===== src/rtl/ccg_stim_pkg.sv =====
// ccg_stim_pkg: shared types and constants for the ccg_stim_gen stimulus source.
//   mode_e  : generator order selector (counter, Galois LFSR, walking-one, reserved)
//   state_e : run-control FSM states
//   Default vector width, LFSR feedback mask and lock-up-free seed.
package ccg_stim_pkg;

  localparam int N_IN_DEFAULT = 21;

  // Taps 21,19 give a maximal-length 21-bit Galois sequence.
  localparam logic [20:0] LFSR_POLY_DEFAULT = 21'h140000;
  localparam logic [20:0] LFSR_SEED_DEFAULT = 21'h000001;

  typedef enum logic [1:0] {
    MODE_CNT  = 2'd0,
    MODE_LFSR = 2'd1,
    MODE_WALK = 2'd2,
    MODE_RSV  = 2'd3
  } mode_e;

  typedef enum logic [1:0] {
    S_IDLE = 2'd0,
    S_RUN  = 2'd1,
    S_DONE = 2'd2
  } state_e;

endpackage


===== src/rtl/ccg_stim_if.sv =====
// ccg_stim_if: valid/ready vector stream from ccg_stim_gen to the capture stage.
//   vec_valid : vec_data/vec_last/vec_idx are valid (master -> slave)
//   vec_ready : downstream accepts (slave -> master)
//   vec_data  : N_IN-bit input vector, bit 0 drives x0
//   vec_last  : final vector of the run
//   vec_idx   : index of the current vector, starting at 0
interface ccg_stim_if
  import ccg_stim_pkg::*;
#(
  parameter int N_IN = N_IN_DEFAULT
);
  logic            vec_valid;
  logic            vec_ready;
  logic [N_IN-1:0] vec_data;
  logic            vec_last;
  logic [N_IN:0]   vec_idx;

  modport master (output vec_valid, output vec_data, output vec_last,
                  output vec_idx, input vec_ready);
  modport slave  (input vec_valid, input vec_data, input vec_last,
                  input vec_idx, output vec_ready);
endinterface


===== src/rtl/ccg_stim_gen_lfsr.sv =====
// ccg_lfsr: parameterised Galois LFSR with load, step and zero-seed substitution.
//   clk, rst_n : clock, asynchronous active-low reset
//   load       : load seed (SEED substituted when seed is zero)
//   seed       : seed value
//   step       : advance one Galois step
//   next_o     : value the register takes at the next edge (state_d)
module ccg_lfsr
  import ccg_stim_pkg::*;
#(
  parameter int          N    = N_IN_DEFAULT,
  parameter logic [N-1:0] POLY = N'(LFSR_POLY_DEFAULT),
  parameter logic [N-1:0] SEED = N'(LFSR_SEED_DEFAULT)
) (
  input  logic         clk,
  input  logic         rst_n,
  input  logic         load,
  input  logic [N-1:0] seed,
  input  logic         step,
  output logic [N-1:0] next_o
);
  logic [N-1:0] state_q;
  logic [N-1:0] state_d;

  // Next-state: load has priority; a zero seed would lock the register up.
  always_comb begin
    state_d = state_q;
    if (load) begin
      state_d = (seed == {N{1'b0}}) ? SEED : seed;
    end else if (step) begin
      state_d = {1'b0, state_q[N-1:1]} ^ (state_q[0] ? POLY : {N{1'b0}});
    end else begin
      state_d = state_q;
    end
  end

  // State register.
  always_ff @(posedge clk or negedge rst_n) begin
    if (!rst_n) begin
      state_q <= {N{1'b0}};
    end else begin
      state_q <= state_d;
    end
  end

  // The top registers this value as vec_data, keeping outputs flop-driven.
  assign next_o = state_d;
endmodule


===== src/rtl/ccg_stim_gen.sv =====
// ccg_stim_gen: stimulus source for a combinational benchmark core.
// Emits num_vec vectors in counter, Galois-LFSR or (optional) walking-one order
// over a valid/ready stream, flagging the final vector with vec_last.
//   clk, rst_n        : clock, asynchronous active-low reset
//   start, abort      : begin a run (IDLE/DONE only) / terminate a run
//   mode              : 0 counter, 1 LFSR, 2 walking-one, 3 reserved (counter)
//   num_vec, seed_in  : run length (0..2^N_IN), LFSR seed / counter start
//   vec (master)      : vec_valid, vec_ready, vec_data, vec_last, vec_idx
//   busy, done        : high in RUN / high in DONE until the next start
// Optional feature macro: CCG_STIM_WALK_EN enables walking-one/zero mode 2;
// without it mode 2 aliases counter mode and no walk logic exists.
module ccg_stim_gen
  import ccg_stim_pkg::*;
#(
  parameter int            N_IN      = N_IN_DEFAULT,
  parameter logic [N_IN-1:0] LFSR_POLY = N_IN'(LFSR_POLY_DEFAULT),
  parameter logic [N_IN-1:0] LFSR_SEED = N_IN'(LFSR_SEED_DEFAULT)
) (
  input  logic              clk,
  input  logic              rst_n,
  input  logic              start,
  input  logic              abort,
  input  logic [1:0]        mode,
  input  logic [N_IN:0]     num_vec,
  input  logic [N_IN-1:0]   seed_in,
  ccg_stim_if.master        vec,
  output logic              busy,
  output logic              done
);
  localparam logic [N_IN:0]   ONE_IDX = {{N_IN{1'b0}}, 1'b1};
  localparam logic [N_IN-1:0] ONE_DAT = {{(N_IN-1){1'b0}}, 1'b1};

  state_e          state_q, state_d;
  mode_e           mode_q, mode_d;
  logic [N_IN:0]   num_q, num_d;
  logic [N_IN-1:0] data_q, data_d;
  logic [N_IN:0]   idx_q, idx_d;
  logic            valid_q, valid_d;
  logic            last_q, last_d;
  logic            busy_q, busy_d;
  logic            done_q, done_d;

  mode_e           mode_eff_s;
  logic            lfsr_load_s;
  logic            lfsr_step_s;
  logic [N_IN-1:0] lfsr_next_s;
  logic [N_IN-1:0] gen_load_s;
  logic [N_IN-1:0] gen_step_s;
  logic            xfer_s;

`ifdef CCG_STIM_WALK_EN
  localparam int WP_W = $clog2(N_IN);
  logic [WP_W-1:0] walk_pos_q, walk_pos_d;
  logic [N_IN-1:0] walk_rot_s;
  logic            walk_wrap_s;
`endif

  assign xfer_s = valid_q && vec.vec_ready;

  // Resolve the requested mode; unsupported encodings fall back to counter.
  always_comb begin
    mode_eff_s = MODE_CNT;
    case (mode_e'(mode))
      MODE_LFSR: mode_eff_s = MODE_LFSR;
`ifdef CCG_STIM_WALK_EN
      MODE_WALK: mode_eff_s = MODE_WALK;
`endif
      default:   mode_eff_s = MODE_CNT;
    endcase
  end

`ifdef CCG_STIM_WALK_EN
  // Walk: rotate left; inverting at each N_IN-vector boundary alternates
  // between walking-one and walking-zero.
  assign walk_rot_s  = {data_q[N_IN-2:0], data_q[N_IN-1]};
  assign walk_wrap_s = (walk_pos_q == WP_W'(N_IN - 1));
`endif

  // Value loaded into vec_data at run start.
  always_comb begin
    gen_load_s = seed_in;
    case (mode_eff_s)
      MODE_LFSR: gen_load_s = lfsr_next_s;
`ifdef CCG_STIM_WALK_EN
      MODE_WALK: gen_load_s = ONE_DAT;
`endif
      default:   gen_load_s = seed_in;
    endcase
  end

  // Value vec_data takes after a transfer (counter wraps modulo 2^N_IN).
  always_comb begin
    gen_step_s = data_q + ONE_DAT;
    case (mode_q)
      MODE_LFSR: gen_step_s = lfsr_next_s;
`ifdef CCG_STIM_WALK_EN
      MODE_WALK: gen_step_s = walk_wrap_s ? ~walk_rot_s : walk_rot_s;
`endif
      default:   gen_step_s = data_q + ONE_DAT;
    endcase
  end

  // Run-control FSM next state and registered-output next values.
  always_comb begin
    state_d     = state_q;
    mode_d      = mode_q;
    num_d       = num_q;
    data_d      = data_q;
    idx_d       = idx_q;
    valid_d     = valid_q;
    last_d      = last_q;
    busy_d      = busy_q;
    done_d      = done_q;
    lfsr_load_s = 1'b0;
    lfsr_step_s = 1'b0;
`ifdef CCG_STIM_WALK_EN
    walk_pos_d  = walk_pos_q;
`endif
    case (state_q)
      S_IDLE, S_DONE: begin
        // abort beats a simultaneous start: no run is launched.
        if (start && !abort) begin
          lfsr_load_s = 1'b1;
          mode_d      = mode_eff_s;
          num_d       = num_vec;
          data_d      = gen_load_s;
          idx_d       = {(N_IN+1){1'b0}};
`ifdef CCG_STIM_WALK_EN
          walk_pos_d  = {WP_W{1'b0}};
`endif
          if (num_vec == {(N_IN+1){1'b0}}) begin
            state_d = S_DONE;
            valid_d = 1'b0;
            last_d  = 1'b0;
            busy_d  = 1'b0;
            done_d  = 1'b1;
          end else begin
            state_d = S_RUN;
            valid_d = 1'b1;
            last_d  = (num_vec == ONE_IDX);
            busy_d  = 1'b1;
            done_d  = 1'b0;
          end
        end else begin
          state_d = state_q;
        end
      end
      S_RUN: begin
        if (abort) begin
          // Generator does not step even if a transfer coincides.
          state_d = S_IDLE;
          valid_d = 1'b0;
          last_d  = 1'b0;
          busy_d  = 1'b0;
          done_d  = 1'b0;
        end else if (xfer_s) begin
          if (last_q) begin
            state_d = S_DONE;
            valid_d = 1'b0;
            last_d  = 1'b0;
            busy_d  = 1'b0;
            done_d  = 1'b1;
          end else begin
            lfsr_step_s = (mode_q == MODE_LFSR);
            data_d      = gen_step_s;
            idx_d       = idx_q + ONE_IDX;
            last_d      = ((idx_q + ONE_IDX) == (num_q - ONE_IDX));
`ifdef CCG_STIM_WALK_EN
            walk_pos_d  = walk_wrap_s ? {WP_W{1'b0}} : (walk_pos_q + {{(WP_W-1){1'b0}}, 1'b1});
`endif
          end
        end else begin
          state_d = S_RUN;
        end
      end
      default: begin
        state_d = S_IDLE;
        valid_d = 1'b0;
        last_d  = 1'b0;
        busy_d  = 1'b0;
        done_d  = 1'b0;
      end
    endcase
  end

  // State and output registers.
  always_ff @(posedge clk or negedge rst_n) begin
    if (!rst_n) begin
      state_q <= S_IDLE;
      mode_q  <= MODE_CNT;
      num_q   <= {(N_IN+1){1'b0}};
      data_q  <= {N_IN{1'b0}};
      idx_q   <= {(N_IN+1){1'b0}};
      valid_q <= 1'b0;
      last_q  <= 1'b0;
      busy_q  <= 1'b0;
      done_q  <= 1'b0;
    end else begin
      state_q <= state_d;
      mode_q  <= mode_d;
      num_q   <= num_d;
      data_q  <= data_d;
      idx_q   <= idx_d;
      valid_q <= valid_d;
      last_q  <= last_d;
      busy_q  <= busy_d;
      done_q  <= done_d;
    end
  end

`ifdef CCG_STIM_WALK_EN
  // Position of the walking bit within the current N_IN-vector pass.
  always_ff @(posedge clk or negedge rst_n) begin
    if (!rst_n) begin
      walk_pos_q <= {WP_W{1'b0}};
    end else begin
      walk_pos_q <= walk_pos_d;
    end
  end
`endif

  ccg_lfsr #(
    .N    (N_IN),
    .POLY (LFSR_POLY),
    .SEED (LFSR_SEED)
  ) u_lfsr (
    .clk    (clk),
    .rst_n  (rst_n),
    .load   (lfsr_load_s),
    .seed   (seed_in),
    .step   (lfsr_step_s),
    .next_o (lfsr_next_s)
  );

  assign vec.vec_valid = valid_q;
  assign vec.vec_data  = data_q;
  assign vec.vec_last  = last_q;
  assign vec.vec_idx   = idx_q;
  assign busy          = busy_q;
  assign done          = done_q;
endmodule


===== src/flat_wrapper.sv =====
// flat-port wrapper written by rule: the top's interface ports become plain ports
module ccg_stim_gen_flat import ccg_stim_pkg::*;
#(
  parameter int            N_IN      = N_IN_DEFAULT,
  parameter logic [N_IN-1:0] LFSR_POLY = N_IN'(LFSR_POLY_DEFAULT),
  parameter logic [N_IN-1:0] LFSR_SEED = N_IN'(LFSR_SEED_DEFAULT)
)
  (clk, rst_n, start, abort, mode, num_vec, seed_in, busy, done, vec_vec_valid, vec_vec_data, vec_vec_last, vec_vec_idx, vec_vec_ready);
  ccg_stim_if #(.N_IN(N_IN)) vec_i ();
  input  logic clk;
  input  logic rst_n;
  input  logic start;
  input  logic abort;
  input  logic [1:0] mode;
  input  logic [N_IN:0] num_vec;
  input  logic [N_IN-1:0] seed_in;
  output logic busy;
  output logic done;
  output wire logic [$bits(vec_i.vec_valid)-1:0] vec_vec_valid;
  output wire logic [$bits(vec_i.vec_data)-1:0] vec_vec_data;
  output wire logic [$bits(vec_i.vec_last)-1:0] vec_vec_last;
  output wire logic [$bits(vec_i.vec_idx)-1:0] vec_vec_idx;
  input wire logic [$bits(vec_i.vec_ready)-1:0] vec_vec_ready;
  assign vec_vec_valid = vec_i.vec_valid;
  assign vec_vec_data = vec_i.vec_data;
  assign vec_vec_last = vec_i.vec_last;
  assign vec_vec_idx = vec_i.vec_idx;
  assign vec_i.vec_ready = vec_vec_ready;
  ccg_stim_gen #(.N_IN(N_IN), .LFSR_POLY(LFSR_POLY), .LFSR_SEED(LFSR_SEED)) u_core (.clk(clk), .rst_n(rst_n), .start(start), .abort(abort), .mode(mode), .num_vec(num_vec), .seed_in(seed_in), .vec(vec_i), .busy(busy), .done(done));
endmodule

===== config.mk =====
export PLATFORM = sky130hd
export DESIGN_NAME = ccg_stim_gen_flat
export DESIGN_NICKNAME = d
export VERILOG_FILES = /design/src/rtl/ccg_stim_pkg.sv /design/src/rtl/ccg_stim_if.sv /design/src/rtl/ccg_stim_gen_lfsr.sv /design/src/rtl/ccg_stim_gen.sv /design/src/flat_wrapper.sv
export SDC_FILE = /design/constraint.sdc
export NUM_CORES = 1
export LEC_CHECK = 0
export BUFFER_PORTS_ARGS = -buffer_cell sky130_fd_sc_hd__buf_2
export CORE_UTILIZATION = 57
export CTS_CLUSTER_SIZE = 28
export DETAILED_ROUTE_END_ITERATION = 12
export GPL_TIMING_DRIVEN = 0
export HOLD_SLACK_MARGIN = 0.1
export PLACE_DENSITY = 0.87
export SETUP_SLACK_MARGIN = 0.5
export SLEW_MARGIN = 20
export SYNTH_ARGS = -nofsm -noshare
export SYNTH_HDL_FRONTEND = slang
export SYNTH_SLANG_ARGS = --single-unit

===== constraint.sdc =====
create_clock -name clk -period 7.6 [get_ports clk]
set_input_delay 1.52 -clock clk [delete_from_list [all_inputs] [get_ports clk]]
set_output_delay 1.52 -clock clk [all_outputs]
set_load 0.02 [all_outputs]

Word level (Yosys, flattened, before mapping)
Index checks and enable logic that the tools add are counted.
Widths: inputs -> output; s select.
- bits in registers: 93
- bits of input ports: 50
- word-level logic and storage cells: 87
- add/sub/neg operators: 3
- equal/unequal tests: 14
- multiplexer cells: 47
- bitwise logic cells: 1
- reduce and logical (&&, ||, !) cells: 13
- operator list (cell ; count):
    $mux 21 ; 10
    $mux 22 ; 4
    $pmux 22 s2 ; 1
    $pmux 21 s2 ; 1
    $add 22x1->22 const B ; 1
    $eq 22x1->1 const B ; 1
    $eq 22x22->1 ; 1
    $logic_not 22->1 ; 1
    $mux 1 ; 22
    $sub 22x1->22 const B ; 1
    $add 21x1->21 const B ; 1
    $logic_not 21->1 ; 1
    $xor 20x21->21 ; 1
    $mux 2 ; 5
    $eq 2x1->1 const B ; 4
    $ne 3x2->1 const B ; 2
    $pmux 1 s2 ; 3
    $reduce_and 2->1 ; 3
    $reduce_and 5->1 ; 1
    $ne 2x1->1 const B ; 2
    $ne 2x2->1 const B ; 2
    $ne 4x3->1 const B ; 1
    $pmux 2 s2 ; 1
    $reduce_and 3->1 ; 1
    6 further kinds ; 7

Logic depth before layout (Yosys ltp)
- word-level depth: 12
- gate-level depth with buffers: 10

Hierarchy
From an unflattened synthesis, not the netlist that was laid out.
- cells, all modules: 714
- area, all modules: 5923.2 um^2
- modules (own cells, without submodules) (module ; instances ; cells each ; area each (um^2) ; seq. area each (um^2)):
    ccg_stim_gen ; 1 ; 614 ; 4879.7 ; 1776.7
    ccg_lfsr ; 1 ; 100 ; 1043.5 ; 525.5

Worst setup path after synthesis
Ideal clock, no wire load.
- path kind: input to register
- start: in abort
- end: reg u_core.last_q, in the netlist u_core.vec.vec_last
- setup time: 0.080 ns
- arrival: 3.462 ns
- data required time: 7.520 ns
- path slack: 4.058 ns
- stages: 7
- buffers on the path: 0
- cells stage by stage: nor4b_2 nand4_1 or4_4 a2111oi_4 o2111ai_1 or4_1 o211ai_2
- cells in the longest elaborated chain, start to end: 4
- elaborated cells between the ends (all ways): 7
- classes of those cells: 2 x eq/ne; 2 x mux; 3 x reduce/logical
- ends and longest elaborated chain (element ; RTL line ; RTL):
    from (decl) ; flat_wrapper.sv:13 ; input logic abort;
    $logic_not 1->1 ; ccg_stim_gen.sv:122 ; if (start && !abort) begin
    $logic_and 1x1->1 ; ccg_stim_gen.sv:122 ;
    $ne 2x1->1 (no line) ; - ;
    $reduce_and 2->1 (no line) ; - ;
    to (signal assigned) ; ccg_stim_gen.sv:205 ; last_q <= last_d;
    to (decl) ; ccg_stim_gen.sv:39 ; logic last_q, last_d;
Several ways; a longest one is shown, not always the timed one.
A chain may end at the register's enable or synchronous reset.

Final worst setup path
- start: in abort
- end: reg u_core.data_q[1], in the netlist u_core.vec.vec_data[1]
- cells in the longest elaborated chain, start to end: 10
- elaborated cells between the ends (all ways): 18
- classes of those cells: 2 x eq/ne; 13 x mux; 3 x reduce/logical
- ends and longest elaborated chain (element ; RTL line ; RTL):
    $logic_not 1->1 ; ccg_stim_gen.sv:122 ;
    $logic_and 1x1->1 ; ccg_stim_gen.sv:122 ;
    $mux 1 ; ccg_stim_gen.sv:122 ;
    $mux 1 ; ccg_stim_gen.sv:119 ; case (state_q)
    $mux 21 (*) ; ccg_stim_gen_lfsr.sv:27 ; if (load) begin
    named net u_core.lfsr_next_s[1] ; ccg_stim_gen.sv:46 ; logic [N_IN-1:0] lfsr_next_s;
    $mux 21 ; ccg_stim_gen.sv:94 ; case (mode_q)
    $mux 21 ; ccg_stim_gen.sv:157 ; if (last_q) begin
    $mux 21 ; ccg_stim_gen.sv:156 ; end else if (xfer_s) begin
    $mux 21 ; ccg_stim_gen.sv:149 ; if (abort) begin
    $pmux 21 s2 (*) ; ccg_stim_gen.sv:119 ;
    to (signal assigned) ; ccg_stim_gen.sv:192 ; data_q <= {N_IN{1'b0}};
    to (signal assigned) ; ccg_stim_gen.sv:202 ; data_q <= data_d;
    to (decl) ; ccg_stim_gen.sv:36 ; logic [N_IN-1:0] data_q, data_d;
The timed path passes the listed nets; every way through them passes the cells marked *. The select of a mux whose other input is x is not followed.

==> run summary <==
The flow ran to the end, and the final reports show no timing, DRC or antenna violations. After the last flow step, the layout net total stands at 820. The latest clock arrival within the worst-skew pair is 370 ps. The async set-reset flop share out of synthesis is 1.00. The first-pass iteration count of the detailed router came out at 7. For the final database, setup skew stands at 11.3 ps. TritonCTS built the clock tree.

The final-report setup violation count came out at 0. The final-report max-slew violation count is 0. By area the synthesized netlist is led by dfrtp_1 (41%), nand2_1 (10%), xnor2_1 (6.4%), mux2i_1 (4.5%), o21ai_0 (4.1%). The routed layout has 5495 vias. The number of DRC markers in iteration 0 is 427. The post-CTS setup repair buffer count is 0. The total of fill cells in the finished design is 782.

The number of max-capacitance violations reported is 0. The portion of total power attributed to combinational logic came out at 0.345. The largest stage delay on the critical path came out at 480 ps. Entering global routing, the biggest net connects 74 pins. Global routing finished with a remaining overflow of 0. The highest fanout seen on the critical path is 10. After clock tree synthesis, the flow added hold-fix buffers numbering 0. The top cell types in the final layout, fill and taps aside, are nand2_1 (149), buf_2 (96), dfrtp_1 (92). The number of synthesized register bits is 92. The number of synthesis warnings is 0. Among all stages on the critical path, the largest delay is contributed by nor4b_2.

The cell total after placement came out at 885. The count of mapped cells out of synthesis came out at 659. The initial utilization of the core area, before any placement, comes to 0.597.

Using the TritonRoute via totals, the vias-per-cell ratio works out to 6.11. The post-cts gate resize count is 0. The worst relative slew slack came out at 0.507. The tree built by TritonCTS fans out to 92 sinks. Based on the critical path, the design can be clocked at up to 263 MHz. The critical path in this run is classified as in2reg. Relative to the synthesized area, the layout overhead comes to 16.0%. The portion of synthesized cell area occupied by the leading cell type came out at 0.411. The number of hold-slack violations in the final timing report is 0.

The floorplan core area came out at 9370 um2. The critical path arrival is 4080 ps. In this run the number of H-tree levels came out at 3. Traced cell by cell, the critical path runs through buf_2 > nor4b_2 > nor2b_1 > clkbuf_1 > nand2_1 > buf_1 > mux2i_1 > o21ai_1 > nor2_1 > o31ai_1.

Of the total power, the clock network draws 0.221. The share of final-layout standard cells stronger than drive strength 1 is 0.167. The via count of the first global-routing pass is 5206. The switching power as a share of total power is 0.394. The synthesized area divided by synthesized cell count is 8.50 um2. In the routed design, unresolved DRC markers number 0. The count of flip-flops with a built-in enable after synthesis is 0. Summed over all nets, the switching power comes to 673 uW. The global-route wire length before repair is 24700 um.

The summed instance area of the synthesized netlist came out at 5600 um2. The sequential fraction of design power came out at 0.434. The most common library cell in the layout ignoring fill and taps is nand2_1. The initial antenna violation count came to 0. Among all flip-flop cells after synthesis, the most frequent one is dfrtp_1. The slew at the pin closest to its max-slew limit is 732 ps. The number of buffer and inverter stages on the critical path is 3. The number of nets in the synthesized netlist is 712.

The peak supply drop is 135 uV. The root buffer selected by CTS is clkbuf_8. After detailed routing, the total wire length is 15300 um. The post-CTS clock slew at the launch and capture registers of the worst setup and hold paths is 100 ps.

The worst hold path belongs to the class reg2reg. The per-cell routed wire length is 17.0 um. In this run the remaining antenna-violating nets after routing total 0. TritonCTS created 9 clock buffers. The cell-internal power is 1.03 mW. The fraction of the cycle the final worst path needs came out at 0.501. In this run the deepest clock path goes through 2 buffers.

The sum of negative setup slack came out at 0 ps. The die boundary height came out at 101 um. The number of antenna repair diodes is 0. At the worst endpoint, the required time is 7870 ps. Summed over all cells, the static leakage comes to 2.98 nW.

The total track usage came out at 0.313. The overall die area came out at 10200 um2. The placed wire-length estimate after detailed placement came out at 11200 um. The kind of launch point of the worst setup path is an input pin.

Measured along the x axis, the die boundary spans 101 um. The floorplan row count is 35. The number of top-level pins is 97. The post-route non-filler standard cell count came out at 900. The port buffer count came out at 96. The sequential area share after synthesis came out at 0.411. The smallest clock period supported by the final layout is computed as 3810 ps. The power density of the placed cells is 263 nW/um2.

The post-synthesis cell type count came out at 53. Setup repair after global routing left no endpoint under its margin. The element type at the critical path end is a register. The weighted congestion reported at the end of routability-driven placement is 0.946. The kind of cell with the highest combined delay along the critical path is simple AND/OR/NAND/NOR gates. The top cell type by total area after synthesis is dfrtp_1.
==> path summary, 6_finish.rpt <==
kind / from / to / slack (ps) / cells after the start
setup / recovery: abort / u_core.vec.vec_data[1] / 3790 / 10
hold / removal: u_core.done / u_core.done / 520 / 1
setup reg to reg: u_core.vec.vec_idx[0] / u_core.vec.vec_last / 4130 / 9
hold reg to reg: u_core.done / u_core.done / 520 / 1
max in group asynchronous: rst_n / u_core.num_q[13] / 6020 / 2
min in group asynchronous: rst_n / u_core.u_lfsr.state_q[4] / 970 / 1
==> logic make-up after synthesis <==
kind of cell,Yosys count,share of synthesized area
xor+xnor,66,0.105
mux,25,0.0447
compound gates,134,0.149
flops,92,0.411
fa+ha+maj,3,0.00670
buf+inv,42,0.0291
simple gates,297,0.255
==> cell usage after synthesis (all sizes together) (2+ instances only) <==
cell type  count
nand2        150
dfrtp         92
o21ai         67
nor2          41
xnor2         41
clkbuf        28
nand3         26
mux2i         25
xor2          25
a21oi         21
nor4          18
nand4         17
o221ai        16
nor3          11
and3          10
inv           10
or4            8
o31ai          7
a31oi          4
buf            4
o22ai          4
and2           3
ha             3
nand2b         3
nor2b          3
nor3b          3
a221oi         2
a32oi          2
and4           2
o211ai         2
==> cell type report <==
type | count | area, um2 | share of cell area
tap | 129 | 161 | 0.0249
clock inverter | 5 | 82.6 | 0.0127
multi-input combinational | 525 | 3130 | 0.483
buffer | 32 | 125 | 0.0193
sequential | 92 | 2300 | 0.354
clock buffer | 10 | 138 | 0.0212
timing repair buffer | 97 | 514 | 0.0792
inverter | 10 | 37.5 | 0.00578
==> power by group through the flow <==
stage	logic [mW]	clock network, mW	registers (mW)
floorplan	0.349	0	0.784
global placement	0.560	0	0.739
detailed placement	0.580	0	0.746
CTS	0.587	0.376	0.736
global route	0.645	0.400	0.757
finish	0.589	0.377	0.740
==> state kept, by name, indices dropped and copies added (netlist names) <==
register               flops
u_core.mode_q              1
u_core.vec.vec_valid       1
u_core.vec.vec_idx        22
u_core.vec.vec_data       21
u_core.num_q              22
u_core.done                1
u_core.state_q             2
u_core.vec.vec_last        1
u_core.u_lfsr.state_q     21
==> through the flow <==
| step | hold WS, ps | worst slack (ps) | total power [mW] | area, um2 | utilization |
|---|---|---|---|---|---|
| floorplan | 465 | 4060 | 1.13 | 5600 | - |
| global placement | 483 | 3560 | 1.30 | 6240 | 0.666 |
| detailed placement | 496 | 3510 | 1.33 | 6270 | 0.670 |
| CTS | 519 | 3810 | 1.70 | 6490 | 0.693 |
| global route | 540 | 3590 | 1.80 | 6490 | 0.693 |
| finish | 517 | 3790 | 1.71 | 6490 | 0.693 |
==> metal layers <==
layer	global-route usage	vias up	wire length [um]
li1	-	2560	-
met1	0.402	2608	6340
met2	0.520	278	7340
met3	0.0541	49	1150
met4	0.143	0	429
met5	0	-	0
==> worst reg2reg max path: stages (launching register included) <==
cell and delay [ps]:
dfrtp_1 440, ha_1 320, nand4_1 370, nor4_1 740
xnor2_1 200, xnor2_1 170, nor4_1 350, nand3_1 100
or4_1 620, o211ai_2 100
Power figures use the tool's default switching activity.
